===== src/rtl/compare_pkg.sv =====
// compare_pkg -- shared types and sizing helpers for compare_sequencer.
//   state_t   : sequencer FSM states (IDLE/RUN/DONE)
//   res_t     : 2-bit compare result encoding (NONE/GT/EQ/LT)
//   num_slices: number of SLICE-wide slices in a WORDSIZE word
//   idx_width : width of the slice index, never less than 1
package compare_pkg;

   typedef enum logic [1:0] {IDLE, RUN, DONE} state_t;

   typedef enum logic [1:0] {RES_NONE, RES_GT, RES_EQ, RES_LT} res_t;

   function automatic int num_slices(input int wordsize, input int slice);
      return wordsize / slice;
   endfunction

   function automatic int idx_width(input int n);
      return (n > 1) ? $clog2(n) : 1;
   endfunction

endpackage


===== src/rtl/compare_sequencer_if.sv =====
// compare_sequencer_if -- request/result handshake bundle of compare_sequencer.
//   request : in_valid, in_ready, input_a, input_b, is_signed
//   result  : res_valid, res_ready, greater, equal, less
//   master  : issue side (drives requests, accepts results)
//   slave   : the compare_sequencer itself
interface compare_sequencer_if #(
   parameter int WORDSIZE = 64
);
   logic                in_valid;
   logic                in_ready;
   logic [WORDSIZE-1:0] input_a;
   logic [WORDSIZE-1:0] input_b;
   logic                is_signed;
   logic                res_valid;
   logic                res_ready;
   logic                greater;
   logic                equal;
   logic                less;

   modport master (
      output in_valid, input_a, input_b, is_signed, res_ready,
      input  in_ready, res_valid, greater, equal, less
   );

   modport slave (
      input  in_valid, input_a, input_b, is_signed, res_ready,
      output in_ready, res_valid, greater, equal, less
   );
endinterface


===== src/rtl/compare_sequencer_gt.sv =====
// compare_sequencer_gt -- unsigned greater-than flag for one W-bit slice.
//   a, b : slice operands
//   gt   : 1 when a > b (unsigned)
module compare_sequencer_gt #(
   parameter int W = 16
) (
   input  logic [W-1:0] a,
   input  logic [W-1:0] b,
   output logic         gt
);
   assign gt = (a > b);
endmodule


===== src/rtl/compare_sequencer.sv =====
// compare_sequencer -- serial magnitude compare of two WORDSIZE operands,
// one SLICE-wide slice per clock, most-significant slice first.
//   clk, reset : clock, synchronous active-high reset
//   bus        : compare_sequencer_if.slave (request + result handshake)
// Build option COMPARE_EARLY_EXIT_EN: when defined the sequencer stops at
// the first unequal slice; otherwise it always walks all N slices and
// keeps the first unequal decision (same flags, fixed latency N).
// WORDSIZE must be an integer multiple of SLICE.
module compare_sequencer
   import compare_pkg::*;
#(
   parameter int WORDSIZE = 64,
   parameter int SLICE    = 16
) (
   input  logic                clk,
   input  logic                reset,
   compare_sequencer_if.slave  bus
);
   localparam int N  = num_slices(WORDSIZE, SLICE);
   localparam int IW = idx_width(N);
   localparam logic [IW-1:0] IDX_TOP = IW'(N - 1);

   state_t                    state_q, state_d;
   logic [IW-1:0]             idx_q, idx_d;
   logic [N-1:0][SLICE-1:0]   a_q, a_d, b_q, b_d;
   res_t                      res_q, res_d;
`ifndef COMPARE_EARLY_EXIT_EN
   res_t                      dec_q, dec_d;   // first unequal slice decision
`endif

   logic [WORDSIZE-1:0] sign_mask;
   logic [SLICE-1:0]    a_sl, b_sl;
   logic                gt_ab, gt_ba;
   res_t                slice_res;

   // Flipping the sign bit maps two's-complement order onto unsigned order.
   assign sign_mask = {bus.is_signed, {(WORDSIZE-1){1'b0}}};

   assign a_sl = a_q[idx_q];
   assign b_sl = b_q[idx_q];

   compare_sequencer_gt #(.W(SLICE)) u_gt_ab (.a(a_sl), .b(b_sl), .gt(gt_ab));
   compare_sequencer_gt #(.W(SLICE)) u_gt_ba (.a(b_sl), .b(a_sl), .gt(gt_ba));

   // Neither direction greater means the slices are equal.
   assign slice_res = gt_ab ? RES_GT : (gt_ba ? RES_LT : RES_EQ);

   always_ff @(posedge clk) begin
      if (reset) begin
         state_q <= IDLE;
         idx_q   <= IDX_TOP;
         a_q     <= '0;
         b_q     <= '0;
         res_q   <= RES_NONE;
`ifndef COMPARE_EARLY_EXIT_EN
         dec_q   <= RES_NONE;
`endif
      end else begin
         state_q <= state_d;
         idx_q   <= idx_d;
         a_q     <= a_d;
         b_q     <= b_d;
         res_q   <= res_d;
`ifndef COMPARE_EARLY_EXIT_EN
         dec_q   <= dec_d;
`endif
      end
   end

   always_comb begin
      state_d = state_q;
      idx_d   = idx_q;
      a_d     = a_q;
      b_d     = b_q;
      res_d   = res_q;
`ifndef COMPARE_EARLY_EXIT_EN
      dec_d   = dec_q;
`endif
      case (state_q)
         IDLE: begin
            if (bus.in_valid) begin
               a_d     = bus.input_a ^ sign_mask;
               b_d     = bus.input_b ^ sign_mask;
               idx_d   = IDX_TOP;
               state_d = RUN;
`ifndef COMPARE_EARLY_EXIT_EN
               dec_d   = RES_NONE;
`endif
            end
         end
         RUN: begin
`ifdef COMPARE_EARLY_EXIT_EN
            if (slice_res != RES_EQ || idx_q == '0) begin
               res_d   = slice_res;
               state_d = DONE;
            end else begin
               idx_d = idx_q - IW'(1);
            end
`else
            if (dec_q == RES_NONE && slice_res != RES_EQ)
               dec_d = slice_res;
            if (idx_q == '0) begin
               // Lower slices never override a decision already made above.
               res_d   = (dec_q != RES_NONE) ? dec_q : slice_res;
               state_d = DONE;
            end else begin
               idx_d = idx_q - IW'(1);
            end
`endif
         end
         DONE: begin
            if (bus.res_ready) begin
               res_d   = RES_NONE;
               idx_d   = IDX_TOP;
               state_d = IDLE;
            end
         end
         default: state_d = IDLE;
      endcase
   end

   // res_q is RES_NONE everywhere except DONE, so flags are zero otherwise.
   assign bus.in_ready  = (state_q == IDLE);
   assign bus.res_valid = (state_q == DONE);
   assign bus.greater   = (res_q == RES_GT);
   assign bus.equal     = (res_q == RES_EQ);
   assign bus.less      = (res_q == RES_LT);

endmodule

===== src/flat_wrapper.sv =====
// flat-port wrapper written by rule: the top's interface ports become plain ports
module compare_sequencer_flat import compare_pkg::*;
#(
   parameter int WORDSIZE = 64,
   parameter int SLICE    = 16
)
  (clk, reset, bus_in_valid, bus_input_a, bus_input_b, bus_is_signed, bus_res_ready, bus_in_ready, bus_res_valid, bus_greater, bus_equal, bus_less);
  compare_sequencer_if #(.WORDSIZE(WORDSIZE)) bus_i ();
  input  logic clk;
  input  logic reset;
  input wire logic [$bits(bus_i.in_valid)-1:0] bus_in_valid;
  input wire logic [$bits(bus_i.input_a)-1:0] bus_input_a;
  input wire logic [$bits(bus_i.input_b)-1:0] bus_input_b;
  input wire logic [$bits(bus_i.is_signed)-1:0] bus_is_signed;
  input wire logic [$bits(bus_i.res_ready)-1:0] bus_res_ready;
  output wire logic [$bits(bus_i.in_ready)-1:0] bus_in_ready;
  output wire logic [$bits(bus_i.res_valid)-1:0] bus_res_valid;
  output wire logic [$bits(bus_i.greater)-1:0] bus_greater;
  output wire logic [$bits(bus_i.equal)-1:0] bus_equal;
  output wire logic [$bits(bus_i.less)-1:0] bus_less;
  assign bus_i.in_valid = bus_in_valid;
  assign bus_i.input_a = bus_input_a;
  assign bus_i.input_b = bus_input_b;
  assign bus_i.is_signed = bus_is_signed;
  assign bus_i.res_ready = bus_res_ready;
  assign bus_in_ready = bus_i.in_ready;
  assign bus_res_valid = bus_i.res_valid;
  assign bus_greater = bus_i.greater;
  assign bus_equal = bus_i.equal;
  assign bus_less = bus_i.less;
  compare_sequencer #(.WORDSIZE(WORDSIZE), .SLICE(SLICE)) u_core (.clk(clk), .reset(reset), .bus(bus_i));
endmodule

===== config.mk =====
export PLATFORM = sky130hd
export DESIGN_NAME = compare_sequencer_flat
export DESIGN_NICKNAME = d
export VERILOG_FILES = /design/src/rtl/compare_pkg.sv /design/src/rtl/compare_sequencer_if.sv /design/src/rtl/compare_sequencer_gt.sv /design/src/rtl/compare_sequencer.sv /design/src/flat_wrapper.sv
export SDC_FILE = /design/constraint.sdc
export NUM_CORES = 1
export LEC_CHECK = 0
export CAP_MARGIN = 15
export CORE_UTILIZATION = 32
export CTS_CLUSTER_SIZE = 25
export DETAILED_ROUTE_END_ITERATION = 12
export SYNTH_ARGS = -nofsm -noshare
export SYNTH_HDL_FRONTEND = slang
export SYNTH_SLANG_ARGS = --single-unit

===== constraint.sdc =====
create_clock -name clk -period 4.84 [get_ports clk]
set_clock_uncertainty 0.05 [all_clocks]
set_input_delay 0.726 -clock clk [delete_from_list [all_inputs] [get_ports clk]]
set_output_delay 0.726 -clock clk [all_outputs]
set_load 0.01 [all_outputs]

==> impl_metrics.py, run 1 <==
metrics = {
    "setup_path": {
        "start_kind": "flop",
        "cpMaxStageDelayCell": "dfxtp_2",
        "timing.setup.critical_path_class": "flop to flop",
        "worstSetupEndpointType": "flop",
        "critPathMaxStageDelay_ps": 620,
        "required_ps": 5100,
        "path_cells": "buf_12, mux4_2, ha_1, nand4_1, nor4_1, o41a_1, o21ai_0",
        "worst_ep_arrival_time_ps": 3240,
        "crit_path_max_fanout": 23,
    },
    "final_layout": {
        "seqCellArea_um2": 2730,
        "area_growth_pct": 34.5,
        "fin_cells": 1053,
        "fin_nets": 961,
        "multiInputGateArea_um2": 2950,
        "drive_above_1_share_pct": 9.59,
        "fill_cells": 1788,
        "antenna_cells": 0,
    },
    "timing": {
        "slew_viol_final": 0,
        "tightest_slew_ps": 1070,
        "setup_tns_ps": 0,
        "finalSetupViolCount": 0,
        "finalHoldViolCount": 0,
        "fin_crit_ps": 2990,
        "rsz0062_at_grt": "false",
        "period_share_pct": 61.7,
        "whs_ps": 402,
        "max_freq_ghz": 0.335,
        "max_slew_margin_pct": 28.4,
        "setup_ws_ps": 1850,
    },
    "logic_synthesis": {
        "synthCells": 700,
        "synth_warnings": 0,
        "synth_top_area_share_pct": 45.1,
        "netlist_top_cells_count": "nand2_1 (257), a21oi_1 (137), dfxtp_1 (136)",
        "yosysUniqueCellTypes": 39,
        "synth_nets": 850,
        "yosysTopAreaCell": "dfxtp_1",
        "async_reset_ff_share_pct": 0,
        "synth.avg_cell_area_um2": 8.62,
        "synth_area_um2": 6030,
        "synthFlopType": "dfxtp_1",
        "yosysSeqAreaShare_pct": 45.1,
        "yosysMostFrequentCell": "nand2_1",
        "synth_seq_cells": 136,
        "synth_edf_count": 0,
        "synthTopCellsByArea": "dfxtp_1 (45%), nand2_1 (16%), mux4_2 (12%)",
    },
    "floorplanning": {
        "core_um2": 18200,
        "rows": 49,
        "start_util_pct": 33.1,
        "die_h_um": 139,
        "die_x_um": 139,
        "ios": 138,
        "die_area_um2": 19400,
    },
    "route": {
        "ant_nets": 0,
        "drt-initial-drc-count": 273,
        "via_count": 5004,
        "wl_per_cell_um": 14.6,
        "drc": 0,
        "first_pass_iters": 4,
        "drt-total-wl_mm": 15.4,
        "avgViaCountPerCell": 4.75,
    },
    "clock_tree": {
        "cts_tree": "built",
        "cts_max_level": 4,
        "cts_max_path_buffers": 2,
        "clock-sinks": 136,
        "cts-root-buf": "clkbuf_16",
        "cts-resized-gates": 0,
        "cts_made_buffers": 17,
        "cts_setup_buffers": 0,
        "clock_latency_ps": 420,
        "path_clk_slew_ps": 60,
        "ctsHoldBuffers": 0,
    },
    "placed_design": {
        "portBuffers": 137,
        "dp.cells": 1021,
        "pre_cts_ws_ps": 1850,
        "gp_congestion": 0.754,
        "dp_hpwl_mm": 10.8,
    },
    "grt": {
        "grt_max_degree": 104,
        "grt_pass1_wl_mm": 25.3,
        "antenna_found_initial": 0,
        "track_usage_pct": 16.8,
        "grt_overflow": 0,
        "grt_pass1_vias": 5003,
    },
    "pwr": {
        "total_power_w": 0.00304,
        "leakagePower_nw": 3.06,
        "ir_drop_mv": 0.240,
        "p_per_area_nw_per_um2": 375,
    },
    "run_status": {
        "status": "complete, no violations",
    },
    "flow_run": {
        "max_cap_viol_count": 0,
    },
    "hold_path": {
        "hp-class": "flop to flop",
    },
}
-- layout by cell type (no fill, tap or decap), types with 2 or more instances in the layout --
cell             Yosys  layout
a211oi_1             3       3
a21o_1               3       3
a21oi_1            137     137
buf_4                4       6
bufinv_16            0       5
clkbuf_16            0      17
clkbuf_8             0       2
clkdlybuf4s50_1      0     136
clkinv_2             0       3
clkinvlp_4           0       3
dfxtp_1            136     134
dfxtp_2              0       2
ha_1                17      17
inv_1               19      19
mux4_2              32      32
nand2_1            257     257
nand3_1              2       2
nand4_1              4       4
nor2_1               6       6
nor2b_1              2       2
nor3_1               2       2
nor4_1               2       2
o21ai_0              5       5
o21bai_1             2       2
xnor2_1              2       2
-- stage by stage --
| stage | cell area (µm²) | utilization [%] |
|---|---|---|
| 3_3_place_gp | 7460 | 41.0 |
| 6_report | 8110 | 44.6 |
| 2_1_floorplan | 6030 | - |
| 4_1_cts | 8110 | 44.6 |
| 3_5_place_dp | 7460 | 41.0 |
| 5_1_grt | 8110 | 44.6 |
-- worst max-delay path, delay by kind of cell (launching register included) --
kind / cells / cell delay, ps
AND/OR/NAND/NOR: 2 / 690
buffers and inverters: 1 / 270
flip-flops: 1 / 620
multiplexers: 1 / 530
adder cells (fa/ha/maj): 1 / 330
AO/OA/AOI/OAI: 2 / 360
-- power breakdown --
group / switching, W / internal, W / total (W)
Clock: 0.000481 / 0.000939 / 0.00142
Combinational: 0.000183 / 0.000212 / 0.000395
Sequential: 0.0000427 / 0.00119 / 0.00123
Total: 0.000707 / 0.00234 / 0.00304
-- state kept, by name, indices dropped and copies added (netlist names) --
signal          flops
u_core.a_q         64
u_core.dec_q        2
u_core.idx_q        2
u_core.state_q      2
u_core.res_q        2
u_core.b_q         64
-- worst paths after layout --
check | from | endpoint | slack, ps | cells after the start
worst min register to register | u_core.a_q[54] | u_core.a_q[54] | 400 | 2
worst min-delay path | u_core.a_q[54] | u_core.a_q[54] | 400 | 2
worst max-delay path | u_core.idx_q[0] | u_core.dec_q[0] | 1850 | 7
worst max register to register | u_core.idx_q[0] | u_core.dec_q[0] | 1850 | 7
-- kinds of logic (layout without fill, tap and decap cells) --
logic type	Yosys count	after routing	synth area share (%)
AND/OR/NAND/NOR	287	287	19.1
AO/OA/AOI/OAI	156	156	13.9
flip-flops	136	136	45.1
buffers and inverters	70	194	6.04
multiplexers	32	32	12.0
adder cells (fa/ha/maj)	17	17	3.53
XOR/XNOR	2	2	0.291
-- layer usage --
layer | up-vias | share of wire [%] | global-route usage (%)
met2 | 93 | 49 | 28.1
li1 | 2588 | - | -
met3 | 22 | 3.5 | 4.06
met5 | - | 0 | 0
met1 | 2301 | 46 | 21.1
met4 | 0 | 1.7 | 6.20
-- cell type report --
type,count,share of cell area [%]
clock inverters,12,2.42
clock buffers,20,5.63
multi-input cells,494,36.4
flip-flops and latches,136,33.6
well taps,229,3.53
repair buffers,143,17.6
inverters,19,0.879
Note: power is estimated with default switching activity, not from simulation.
==> run 2, diff against run 1 <==
clock period = 2.6 ns   (was 4.84 ns; I/O delays follow)
==> run 2 against run 1 <==
Against the previous run: the flow now finishes with violations (negative setup slack); clock-buffer cell count grew 2; non-clock buffer count grew 22; sequential power grew 85%; via count grew 3.5%; worst hold slack lost 2.7 ps; first-iteration DRC count grew 3.7%; total power grew 85%; sequential cell count is the same; largest cell class unchanged; highest routed layer unchanged.
==> impl_metrics.py, run 2 (same netlist as run 1, synthesis figures left out) <==
metrics = {
    "setup_path": {
        "timing.setup.critical_path_class": "flop to flop",
        "endpoint": "u_core.res_q[0]",
        "startpoint": "u_core.idx_q[0]",
        "required_ps": 2880,
        "critical_path_buf_inv_count": 3,
        "reg2regPathDepth": 10,
        "rr_endpoint": "u_core.res_q[0]",
        "crit_family": "compound AO/OA/AOI/OAI gates",
        "start_kind": "flop",
        "path_cells": "buf_12, buf_12, mux4_2, inv_1, ha_4, a21o_1, nand3_1, a211oi_4, o41a_1, a211oi_2",
        "r2r_start": "u_core.idx_q[0]",
        "worst_ep_arrival_time_ps": 2930,
        "cpMostUsedCell": "buf_12",
        "cpMaxStageDelayCell": "mux4_2",
        "crit_path_max_fanout": 9,
        "worst-path-stages": 10,
        "worstSetupEndpointType": "flop",
        "rrSetupSlack_ps": -40,
        "critPathMaxStageDelay_ps": 490,
    },
    "clock_tree": {
        "cts_max_level": 4,
        "cts_made_buffers": 17,
        "cts_tree": "built",
        "cts-root-buf": "clkbuf_16",
        "ctsHoldBuffers": 0,
        "clock_latency_ps": 410,
        "cts_max_path_buffers": 2,
        "path_clk_slew_ps": 50,
        "clock-sinks": 136,
    },
    "timing": {
        "rsz0062_at_grt": "true",
        "finalSetupViolCount": 2,
        "max_slew_margin_pct": 52.1,
        "whs_ps": 399,
        "finalHoldViolCount": 0,
        "fin_crit_ps": 2640,
        "period_share_pct": 102,
        "setup_tns_ps": -42.4,
        "setup_ws_ps": -40.2,
        "tightest_slew_ps": 719,
        "max_freq_ghz": 0.379,
        "slew_viol_final": 0,
    },
    "final_layout": {
        "antenna_cells": 0,
        "fin_nets": 983,
        "drive_above_1_share_pct": 12.4,
        "layout_commonest_cell": "nand2_1",
        "final_cell_mix": "nand2_1 (257), a21oi_1 (136), clkdlybuf4s50_1 (136)",
        "largestRegisters": "u_core.a_q: 64 flops, u_core.b_q: 64 flops",
        "final_cell_area_um2": 8440,
        "fin_util_pct": 46.4,
        "area_growth_pct": 40.0,
    },
    "route": {
        "first_pass_iters": 4,
        "via_count": 5180,
        "avgViaCountPerCell": 4.82,
        "drc": 0,
        "drt-initial-drc-count": 283,
        "ant_nets": 0,
        "drt-total-wl_mm": 16.3,
        "wl_per_cell_um": 15.2,
    },
    "pwr": {
        "p_per_area_nw_per_um2": 665,
        "leakagePower_nw": 3.21,
        "ir_drop_mv": 0.498,
    },
    "placed_design": {
        "dp_hpwl_mm": 11.7,
        "placed_area_um2": 7590,
        "gp_congestion": 0.789,
        "pre_cts_ws_ps": -26.3,
        "portBuffers": 137,
    },
    "floorplanning": {
        "die_x_um": 139,
        "ios": 138,
        "die_h_um": 139,
        "core_um2": 18200,
        "die_area_um2": 19400,
        "start_util_pct": 33.1,
        "rows": 49,
    },
    "grt": {
        "grt_overflow": 0,
        "grt_pass1_vias": 5074,
        "track_usage_pct": 17.3,
        "grt_max_degree": 69,
        "grt_pass1_wl_mm": 25.8,
        "antenna_found_initial": 0,
    },
    "run_status": {
        "violations": "negative setup slack",
        "status": "finished, violations left",
    },
    "hold_path": {
        "hp-class": "flop to flop",
    },
    "flow_run": {
        "max_cap_viol_count": 0,
    },
}
[run 2: cell count changes in the layout (fill, tap and decap cells not counted), sizes merged]
cell,delta
clkbuf,+2
buf,+22
inv,-1
clkinv,+2
bufinv,-1
clkinvlp,-3
[run 2: repair_timing]
item | in CTS | in global routing
gates resized for setup | 4 | 15
buffers inserted | 2 | 12
pin swaps | 4 | 4
cloned | 1 | 0
endpoints found under the setup margin | 4 | 4
[run 2: through the flow]
step	std cells	total power, W
CTS	1062	0.00561
floorplan	700	0.00277
finish	1074	0.00562
global route	1074	0.00588
global placement	1028	0.00310
detailed placement	1028	0.00311
[run 2: where the power goes]
| part | internal (W) | switching, W |
|---|---|---|
| registers | 0.00221 | 0.0000729 |
| logic | 0.000473 | 0.000403 |
| clock network | 0.00162 | 0.000841 |
[run 2: worst min path at each step]
stage / from / endpoint / slack (ps) / cells after the start
6_report: u_core.b_q[47] / u_core.b_q[47] / 400 / 2
5_1_grt: u_core.a_q[48] / u_core.a_q[48] / 420 / 2
4_1_cts: u_core.b_q[47] / u_core.b_q[47] / 400 / 2
3_5_place_dp: u_core.b_q[47] / u_core.b_q[47] / 390 / 2
3_3_place_gp: u_core.b_q[36] / u_core.b_q[36] / 390 / 2
2_1_floorplan: u_core.a_q[32] / u_core.a_q[32] / 380 / 2
[run 2: metal layers]
| metal | vias up | GRT usage [%] | wire length (µm) |
|---|---|---|---|
| li1 | 2631 | - | - |
| met1 | 2424 | 20.5 | 7050 |
| met2 | 105 | 30.4 | 8380 |
| met3 | 20 | 3.85 | 554 |
| met4 | 0 | 6.78 | 344 |
| met5 | - | 0 | 0 |
[run 2: final cells by class]
class                   count  area [µm²]
clock inverters             9         149
clock buffers              22         454
well taps                 229         287
repair buffers            165        1720
inverters                  19        71.3
flip-flops and latches    136        2730
multi-input cells         494        3040
fillers                  1764        9770
[run 2: worst min-delay path: cells and delay by family, from the launching register on]
kind | cells | cell delay (ps)
simple gates | 1 | 50
compound gates | 1 | 50
flops | 1 | 300
